===== src/rtl/mand_scheduler.sv =====
// mand_scheduler: raster-order pixel dispatcher over a pool of mand_solver slots with round-robin result collection.
// Frame statistics counters are built only when MAND_SCHED_STATS_EN is defined.
module mand_scheduler #(
    parameter int NUM_SOLVERS = 4,
    parameter int WIDTH       = 640,
    parameter int HEIGHT      = 480
) (
    input  logic                       clock,
    input  logic                       reset,
    input  logic                       start,
    input  logic [26:0]                x_min,
    input  logic [26:0]                y_max,
    input  logic [26:0]                step,
    output logic [NUM_SOLVERS-1:0]     solver_reset,
    output logic [27*NUM_SOLVERS-1:0]  solver_c_re,
    output logic [27*NUM_SOLVERS-1:0]  solver_c_im,
    input  logic [NUM_SOLVERS-1:0]     solver_ready,
    input  logic [32*NUM_SOLVERS-1:0]  solver_out,
    output logic                       pix_valid,
    input  logic                       pix_ready,
    output logic [9:0]                 pix_x,
    output logic [9:0]                 pix_y,
    output logic [31:0]                pix_iter,
    output logic                       busy,
    output logic                       done,
    output logic [31:0]                frame_cycles,
    output logic [31:0]                conv_count
);
    localparam int PW = NUM_SOLVERS > 1 ? $clog2(NUM_SOLVERS) : 1;

    typedef enum logic [1:0] {S_IDLE, S_RUN, S_DRAIN} state_e;
    typedef enum logic [1:0] {SL_FREE, SL_LOAD, SL_BUSY} slot_e;

    state_e      state_q, state_d;
    slot_e       slot_q [NUM_SOLVERS];
    slot_e       slot_d [NUM_SOLVERS];
    logic [26:0] re_q   [NUM_SOLVERS];
    logic [26:0] re_d   [NUM_SOLVERS];
    logic [26:0] im_q   [NUM_SOLVERS];
    logic [26:0] im_d   [NUM_SOLVERS];
    logic [9:0]  sx_q   [NUM_SOLVERS];
    logic [9:0]  sx_d   [NUM_SOLVERS];
    logic [9:0]  sy_q   [NUM_SOLVERS];
    logic [9:0]  sy_d   [NUM_SOLVERS];
    logic [26:0] x_min_q, x_min_d, step_q, step_d;
    logic [26:0] cur_re_q, cur_re_d, cur_im_q, cur_im_d;
    logic [9:0]  x_q, x_d, y_q, y_d;
    logic [PW-1:0] rr_q, rr_d;
    logic        pix_valid_q, pix_valid_d;
    logic [9:0]  pix_x_q, pix_x_d, pix_y_q, pix_y_d;
    logic [31:0] pix_iter_q, pix_iter_d;
    logic        done_q, done_d;
    logic        fire;

    assign fire = pix_valid_q && pix_ready;

    always_comb begin : p_next
        int j;
        int g;
        int d;
        logic all_free;
        j = 0;
        g = -1;
        d = -1;
        all_free = 1'b1;
        state_d = state_q;
        slot_d = slot_q;
        re_d = re_q;
        im_d = im_q;
        sx_d = sx_q;
        sy_d = sy_q;
        x_min_d = x_min_q;
        step_d = step_q;
        cur_re_d = cur_re_q;
        cur_im_d = cur_im_q;
        x_d = x_q;
        y_d = y_q;
        rr_d = rr_q;
        pix_valid_d = pix_valid_q;
        pix_x_d = pix_x_q;
        pix_y_d = pix_y_q;
        pix_iter_d = pix_iter_q;
        done_d = 1'b0;
        for (int k = 0; k < NUM_SOLVERS; k++) begin
            if (slot_q[k] == SL_LOAD) slot_d[k] = SL_BUSY;
            if (slot_q[k] != SL_FREE) all_free = 1'b0;
        end
        // Round-robin search starts at the slot after the last grant
        for (int k = 0; k < NUM_SOLVERS; k++) begin
            j = int'(rr_q) + k;
            if (j >= NUM_SOLVERS) j = j - NUM_SOLVERS;
            if (g < 0 && slot_q[j] == SL_BUSY && solver_ready[j] && (!pix_valid_q || pix_ready)) g = j;
        end
        for (int k = NUM_SOLVERS - 1; k >= 0; k--)
            if (slot_q[k] == SL_FREE) d = k;
        if (g >= 0) begin
            slot_d[g] = SL_FREE;
            rr_d = (g == NUM_SOLVERS - 1) ? '0 : PW'(g + 1);
            pix_valid_d = 1'b1;
            pix_x_d = sx_q[g];
            pix_y_d = sy_q[g];
            pix_iter_d = solver_out[32*g +: 32];
        end else if (fire) begin
            pix_valid_d = 1'b0;
        end
        if (state_q == S_IDLE) begin
            if (start) begin
                state_d = S_RUN;
                x_min_d = x_min;
                step_d = step;
                cur_re_d = x_min;
                cur_im_d = y_max;
                x_d = '0;
                y_d = '0;
            end
        end else if (state_q == S_RUN) begin
            if (d >= 0) begin
                slot_d[d] = SL_LOAD;
                re_d[d] = cur_re_q;
                im_d[d] = cur_im_q;
                sx_d[d] = x_q;
                sy_d[d] = y_q;
                if (x_q == 10'(WIDTH - 1)) begin
                    x_d = '0;
                    y_d = y_q + 10'd1;
                    cur_re_d = x_min_q;
                    cur_im_d = cur_im_q - step_q;
                    if (y_q == 10'(HEIGHT - 1)) state_d = S_DRAIN;
                end else begin
                    x_d = x_q + 10'd1;
                    cur_re_d = cur_re_q + step_q;
                end
            end
        end else begin
            // Last result leaves only when nothing else is in flight or being granted
            if (fire && g < 0 && all_free) begin
                state_d = S_IDLE;
                done_d = 1'b1;
            end
        end
    end

    always_ff @(posedge clock or negedge reset) begin
        if (!reset) begin
            state_q <= S_IDLE;
            for (int k = 0; k < NUM_SOLVERS; k++) begin
                slot_q[k] <= SL_FREE;
                re_q[k] <= '0;
                im_q[k] <= '0;
                sx_q[k] <= '0;
                sy_q[k] <= '0;
            end
            x_min_q <= '0;
            step_q <= '0;
            cur_re_q <= '0;
            cur_im_q <= '0;
            x_q <= '0;
            y_q <= '0;
            rr_q <= '0;
            pix_valid_q <= 1'b0;
            pix_x_q <= '0;
            pix_y_q <= '0;
            pix_iter_q <= '0;
            done_q <= 1'b0;
        end else begin
            state_q <= state_d;
            slot_q <= slot_d;
            re_q <= re_d;
            im_q <= im_d;
            sx_q <= sx_d;
            sy_q <= sy_d;
            x_min_q <= x_min_d;
            step_q <= step_d;
            cur_re_q <= cur_re_d;
            cur_im_q <= cur_im_d;
            x_q <= x_d;
            y_q <= y_d;
            rr_q <= rr_d;
            pix_valid_q <= pix_valid_d;
            pix_x_q <= pix_x_d;
            pix_y_q <= pix_y_d;
            pix_iter_q <= pix_iter_d;
            done_q <= done_d;
        end
    end

    always_comb begin
        solver_reset = '1;
        solver_c_re = '0;
        solver_c_im = '0;
        for (int k = 0; k < NUM_SOLVERS; k++) begin
            solver_reset[k] = slot_q[k] != SL_BUSY;
            solver_c_re[27*k +: 27] = re_q[k];
            solver_c_im[27*k +: 27] = im_q[k];
        end
    end

    assign pix_valid = pix_valid_q;
    assign pix_x = pix_x_q;
    assign pix_y = pix_y_q;
    assign pix_iter = pix_iter_q;
    assign busy = state_q != S_IDLE;
    assign done = done_q;

`ifdef MAND_SCHED_STATS_EN
    logic [31:0] frame_cycles_q, frame_cycles_d, conv_count_q, conv_count_d;

    always_comb begin
        frame_cycles_d = frame_cycles_q;
        conv_count_d = conv_count_q;
        if (state_q == S_IDLE && start) begin
            frame_cycles_d = '0;
            conv_count_d = '0;
        end else begin
            if (state_q != S_IDLE) frame_cycles_d = frame_cycles_q + 32'd1;
            if (fire && pix_iter_q == '1) conv_count_d = conv_count_q + 32'd1;
        end
    end

    always_ff @(posedge clock or negedge reset) begin
        if (!reset) begin
            frame_cycles_q <= '0;
            conv_count_q <= '0;
        end else begin
            frame_cycles_q <= frame_cycles_d;
            conv_count_q <= conv_count_d;
        end
    end

    assign frame_cycles = frame_cycles_q;
    assign conv_count = conv_count_q;
`else
    assign frame_cycles = '0;
    assign conv_count = '0;
`endif
endmodule


===== config.mk =====
export PLATFORM = sky130hd
export DESIGN_NAME = mand_scheduler
export DESIGN_NICKNAME = d
export VERILOG_FILES = /design/src/rtl/mand_scheduler.sv
export SDC_FILE = /design/constraint.sdc
export NUM_CORES = 1
export LEC_CHECK = 0
export CORE_MARGIN = 2
export CORE_UTILIZATION = 30
export CTS_CLUSTER_DIAMETER = 30
export CTS_CLUSTER_SIZE = 16
export DETAILED_ROUTE_END_ITERATION = 16
export MAX_ROUTING_LAYER = met4
export PLACE_DENSITY = 0.6
export SLEW_MARGIN = 15
export SYNTH_ARGS = -nofsm -noshare
export SYNTH_HDL_FRONTEND = slang
export SYNTH_SLANG_ARGS = --single-unit

===== constraint.sdc =====
create_clock -name clock -period 8.4 [get_ports clock]
set_clock_uncertainty 0.05 [all_clocks]
set_input_delay 1.68 -clock clock [delete_from_list [all_inputs] [get_ports clock]]
set_output_delay 1.68 -clock clock [all_outputs]
set_load 0.05 [all_outputs]

Word-level counts from Yosys, hierarchy flattened --
Index checks and enable logic that the tools add are counted.
Word-level totals: word-level logic and storage cells 236, register bits 490, bits of input ports 217, output and inout port bits 339
Operators by class: muxes and demuxes 98, reduce and logical (&&, ||, !) cells 38, equality and inequality tests 20, bitwise gates (word level) 12, add/sub/neg operators 12, magnitude comparators 22, shifts and indexed selects 1
Operator list (number):
- 32-bit 2-to-1 mux | 12
- 27-bit 2-to-1 mux | 11
- 108-bit bitwise mux | 2
- 32-bit by 3-bit greater-or-equal comparator with 1-bit output, second input constant | 6
- 32-bit by 1-bit < comparator with 1-bit output, second input constant | 6
- 32-bit NOT | 6
- 10-bit 2-to-1 mux | 14
- 32-bit by 4-bit < comparator with 1-bit output, second input constant | 4
- 128-bit by 32-bit variable part select with 32-bit output | 1
- 40-bit bitwise mux | 2
- 32-bit by 1-bit greater-or-equal comparator with 1-bit output, second input constant | 2
- 27-bit demux with 2-bit select | 1
- 2-bit 2-to-1 mux | 22
- 10-bit binary-select mux with 2-bit select | 2
- 32-bit by 3-bit == test with 1-bit output, second input constant | 1
- 8-bit 2-to-1 mux | 4
- 27-bit adder | 1
- 27-bit subtractor | 1
- 10-bit by 1-bit adder with 10-bit output, second input constant | 2
- 10-bit demux with 2-bit select | 1
- 2-bit nonzero test | 9
- 1-bit 2-to-1 mux | 17
- 2-bit binary-select mux with 2-bit select | 4
- 1-bit logical AND | 16
- other kinds (29) | 56

Depth between registers and ports, before layout --
depth in word-level cells 37, depth in mapped cells 14, depth with buffers taken out 12

Least setup slack after synthesis --
No wires, ideal clock.
path type input to register, start point input port solver_ready[2], end point register pix_x_q[9], in the netlist pix_x[9], data required time 8201 ps, stages on the path 10, data arrival time 3668 ps, slack 4533 ps, cell sequence and3b_1 > mux4_2 > nand2_1 > and3b_1 > a2111oi_0 > a21oi_1 > buf_2 > buf_2 > mux2i_1 > o221ai_1
Between the ends: word-level cells in the longest chain between the ends 25
RTL lines:
- start, declared | RTL line 17 | input logic [NUM_SOLVERS-1:0] solver_ready,
- 1-bit binary-select mux with 2-bit select | RTL line 92 | if (g < 0 && slot_q[j] == SL_BUSY && solver_ready[j] && (!pix_valid_q || pix_ready)) g = j;
- 1-bit 2-to-1 mux (not written as such) (2 in series) | RTL line 92
- 1-bit logical AND (2 in series) | RTL line 92
- 32-bit 2-to-1 mux | RTL line 92
- 32-bit by 1-bit < comparator with 1-bit output | RTL line 92
- 1-bit logical AND (3 in series) | RTL line 92
- 32-bit 2-to-1 mux | RTL line 92
- 32-bit by 1-bit < comparator with 1-bit output | RTL line 92
- 1-bit logical AND (3 in series) | RTL line 92
- 32-bit 2-to-1 mux | RTL line 92
- 32-bit by 1-bit < comparator with 1-bit output | RTL line 92
- 1-bit logical AND (3 in series) | RTL line 92
- 32-bit 2-to-1 mux * | RTL line 92
- branches (longest 4 deep; another with 32-bit by 1-bit greater-or-equal comparator with 1-bit output)
- end signal, assigned | RTL line 180 | pix_x_q <= pix_x_d;
- end, declared | RTL line 50 | logic [9:0] pix_x_q, pix_x_d, pix_y_q, pix_y_d;
Every way passes the cells marked *. The select of a mux whose other input is x is not followed. A chain may end at the register's enable or synchronous reset.

Final worst setup path --
start point input port solver_ready[2], end point register pix_iter_q[4], in the netlist pix_iter[4]
Between the ends: word-level cells in the longest chain between the ends 22
RTL lines:
- 1-bit binary-select mux with 2-bit select | RTL line 92
- 1-bit 2-to-1 mux (not written as such) (2 in series) | RTL line 92
- 1-bit logical AND (2 in series) | RTL line 92
- 32-bit 2-to-1 mux | RTL line 92
- 32-bit by 1-bit < comparator with 1-bit output | RTL line 92
- 1-bit logical AND (3 in series) | RTL line 92
- 32-bit 2-to-1 mux | RTL line 92
- 32-bit by 1-bit < comparator with 1-bit output | RTL line 92
- 1-bit logical AND (3 in series) | RTL line 92
- 32-bit 2-to-1 mux | RTL line 92
- 32-bit by 1-bit < comparator with 1-bit output | RTL line 92
- 1-bit logical AND (3 in series) | RTL line 92
- 32-bit 2-to-1 mux * | RTL line 92
- 32-bit by 1-bit greater-or-equal comparator with 1-bit output or 128-bit by 32-bit variable part select with 32-bit output (tied branches) | RTL line 96, 102
- end signal, assigned | RTL line 182 | pix_iter_q <= pix_iter_d;
- end, declared | RTL line 51 | logic [31:0] pix_iter_q, pix_iter_d;
Mark *: on every way between the ends. The rest lies on a longest branch, timed or not. The select of a mux whose other input is x is not followed.

==> metrics.txt <==
Hold Violations, Final 0; Critical Path RT just under 9 ns; cell family with most CP delay buffers and inverters; max_cap viols 0; Worst Setup Path Type in2reg; share of layout cells above drive strength 1 0.2247; setup violators final 0; Remaining Overflow, GRT 0; final instance area around 34000 µm²; WL met1 32.93 mm; setup bufs post-CTS 0; pin count of the biggest net entering global routing 127; first-pass GRT wire length 121.3 mm; Fin Setup TNS 0 ns; area taken by flip-flops and latches 12260 µm²; cts bufs inserted approximately 120; Least-Margin Pin Slew 1.046 ns; Synth Area per Inst 11.62 µm²; status finished, final reports clean; cell count after synthesis 2031; I/O Buffers ~490; multi-input logic area 10570 µm²; most frequent cells in the layout dfrtp_1, clkdlybuf4s50_1, mux2_2; clock root buffer clkbuf_16; Final Critical Period 4.670 ns; Max Used Layer met4; number of synthesized flops with an enable pin 0; Post-route DRC 0; total track usage 0.2003; met2 WL 38.91 mm; hold_buf cts 0; RSZ-0062 raised after global routing false; drt via density 4.853; Die W 284.5 µm; worst-path fanout max 48; Clk pin slew, worst setup/hold paths 0.04 ns; post-DP HPWL 55.82 mm; most used cell along the critical path buf_4; initial antenna violation count 16; P_leak about 15 nW; Core ar. 77720 µm²; final period utilization 0.5560; H-tree levels 3; num ports 556; Final Net Count 2839; vias in the first global route 19300; prevailing post-synth register cell dfrtp_1; Final ANT Viol Nets 0; Worst Setup SP solver_ready[2]; Async SR Flop Fraction 1.000; Slew Limit Fails 0; count of cell types in the netlist 70; VDD IR max between 0.0004 and 0.0005 V; Area Overhead vs Synth 43.80%; Hold Crit Class reg2reg; drt pass-1 iters 5; clk sinks 490; Seq/Total Area, Yosys 0.5195; fillcell total 7161; Post-Syn Area 23610 µm²; worst hold start pix_iter[21]; post-cts gate resize count 0; row count 102; Critical-path top delay cell buf_4; routed length on met3 a little over 6 mm; die area between 80000 and 90000 µm²; Fmax 0.2141 GHz; CP Buf/Inv Count 3; drt initial violations 723; Worst setup SP type input port; routability cong. 0.9699; Largest stage delay, worst path 0.70 ns; vias between 15000 and 20000; #FFs+latches synth 490; TritonCTS clock tree built; clk_lat worst skew approximately 0.7 ns; r2r startpoint rr_q[0]; Die H between 200 and 300 µm; Max-slew headroom 0.3027; CP Cell Sequence clkdlybuf4s50_1, and3b_1, mux4_2, a21boi_0, o32a_2, buf_4, buf_4, mux2i_1, o221ai_1; Synth Warn # 0; Routed WL per cell 21.42 µm; placed inst area 29430 µm²; clock buffer depth 3; DRT Wirelength 79.83 mm; Initial Util 0.3037; Crit path arrival time 5.11 ns; Worst Setup End Kind flip-flop; PwrDens 523.9 nW/µm²
-- final timing paths --
kind,slack [ns],cells past startpoint,to
worst min-delay path,0.43,2,pix_iter[21]
min in group asynchronous,1.04,1,pix_y[7]
worst max-delay path,3.73,9,pix_iter[4]
worst min register to register,0.43,2,pix_iter[21]
worst max register to register,4.06,12,pix_iter[6]
max in group asynchronous,5.41,3,sy_q[39]
-- logic make-up (layout without fill, tap and decap cells) --
logic type / count (synthesis) / in the layout / share of synthesized area
compound gates: 389 / 389 / 0.1073
xor+xnor: 42 / 42 / 0.01558
fa+ha+maj: 59 / 59 / 0.03191
buf+inv: 217 / 793 / 0.04611
flops: 490 / 490 / 0.5195
mux: 439 / 439 / 0.2048
other cells: 1 / 81 / 0.0001589
simple gates: 394 / 394 / 0.07468
-- tightest hold or removal path, delay by kind of cell, from the launching register on --
family           cells  cell delay [ns]
flip-flops           1             0.33
AO/OA/AOI/OAI        1             0.06
AND/OR/NAND/NOR      1             0.05
-- power by group --
group / internal (W) / switching (W) / total [W] / leakage [nW]
registers: 0.00333 / 0.000812 / 0.00414 / 6.24
logic: 0.00329 / 0.00539 / 0.00868 / 7.01
clock network: 0.00343 / 0.00153 / 0.00496 / 2.14
-- routing by layer --
layer  GRT usage  up-vias
li1            -     8324
met1      0.2318     9050
met5           -        -
met2      0.3313      587
met3     0.06645      125
met4     0.05618        0
-- synthesized netlist by cell type, types with 22 or more instances --
cell type,instances,area (µm²)
a21oi_1,73,365.4
inv_1,44,165.2
clkbuf_1,75,281.5
nor2_1,72,270.3
a21o_1,35,262.8
xnor2_1,22,192.7
buf_4,64,480.5
o21ai_0,133,665.6
nand3_1,25,125.1
mux2i_1,115,1151
dfrtp_1,490,12260
o221ai_1,54,473.0
ha_1,57,713.2
nand2_1,200,750.7
mux2_2,321,3615
-- flip-flops by register name, indices dropped and copies added (netlist names) --
| register | count |
|---|---|
| cur_im_q | 27 |
| cur_re_q | 27 |
| done | 1 |
| pix_iter | 32 |
| pix_valid | 1 |
| pix_x | 10 |
| pix_y | 10 |
| rr_q | 2 |
| slot_q | 8 |
| solver_c_im | 108 |
| solver_c_re | 108 |
| state_q | 2 |
| step_q | 27 |
| sx_q | 40 |
| sy_q | 40 |
| x_min_q | 27 |
| x_q | 10 |
| y_q | 10 |
-- layout make-up --
class                      count  share of cell area
inverter                      45            0.004976
antenna                       17            0.001253
multi-input combinational   1387              0.3113
clock buffer                 149             0.09819
tap                         1040             0.03833
sequential                   490              0.3612
timing repair buffer         518              0.1513
clock inverter                81             0.03347
-- metrics by stage --
step	utilization	hold slack, ns	cells	setup slack [ns]	power, W
6_report	0.4367	0.4295	3727	3.730	0.01778
5_1_grt	0.4367	0.4516	3726	3.546	0.01879
4_1_cts	0.4362	0.4365	3710	3.770	0.01798
3_5_place_dp	0.3787	0.4240	3480	3.067	0.01291
3_3_place_gp	0.3787	0.4173	3480	3.113	0.01273
2_1_floorplan	-	0.3996	2094	4.533	0.01002
Note: power is estimated with default switching activity, not from simulation.
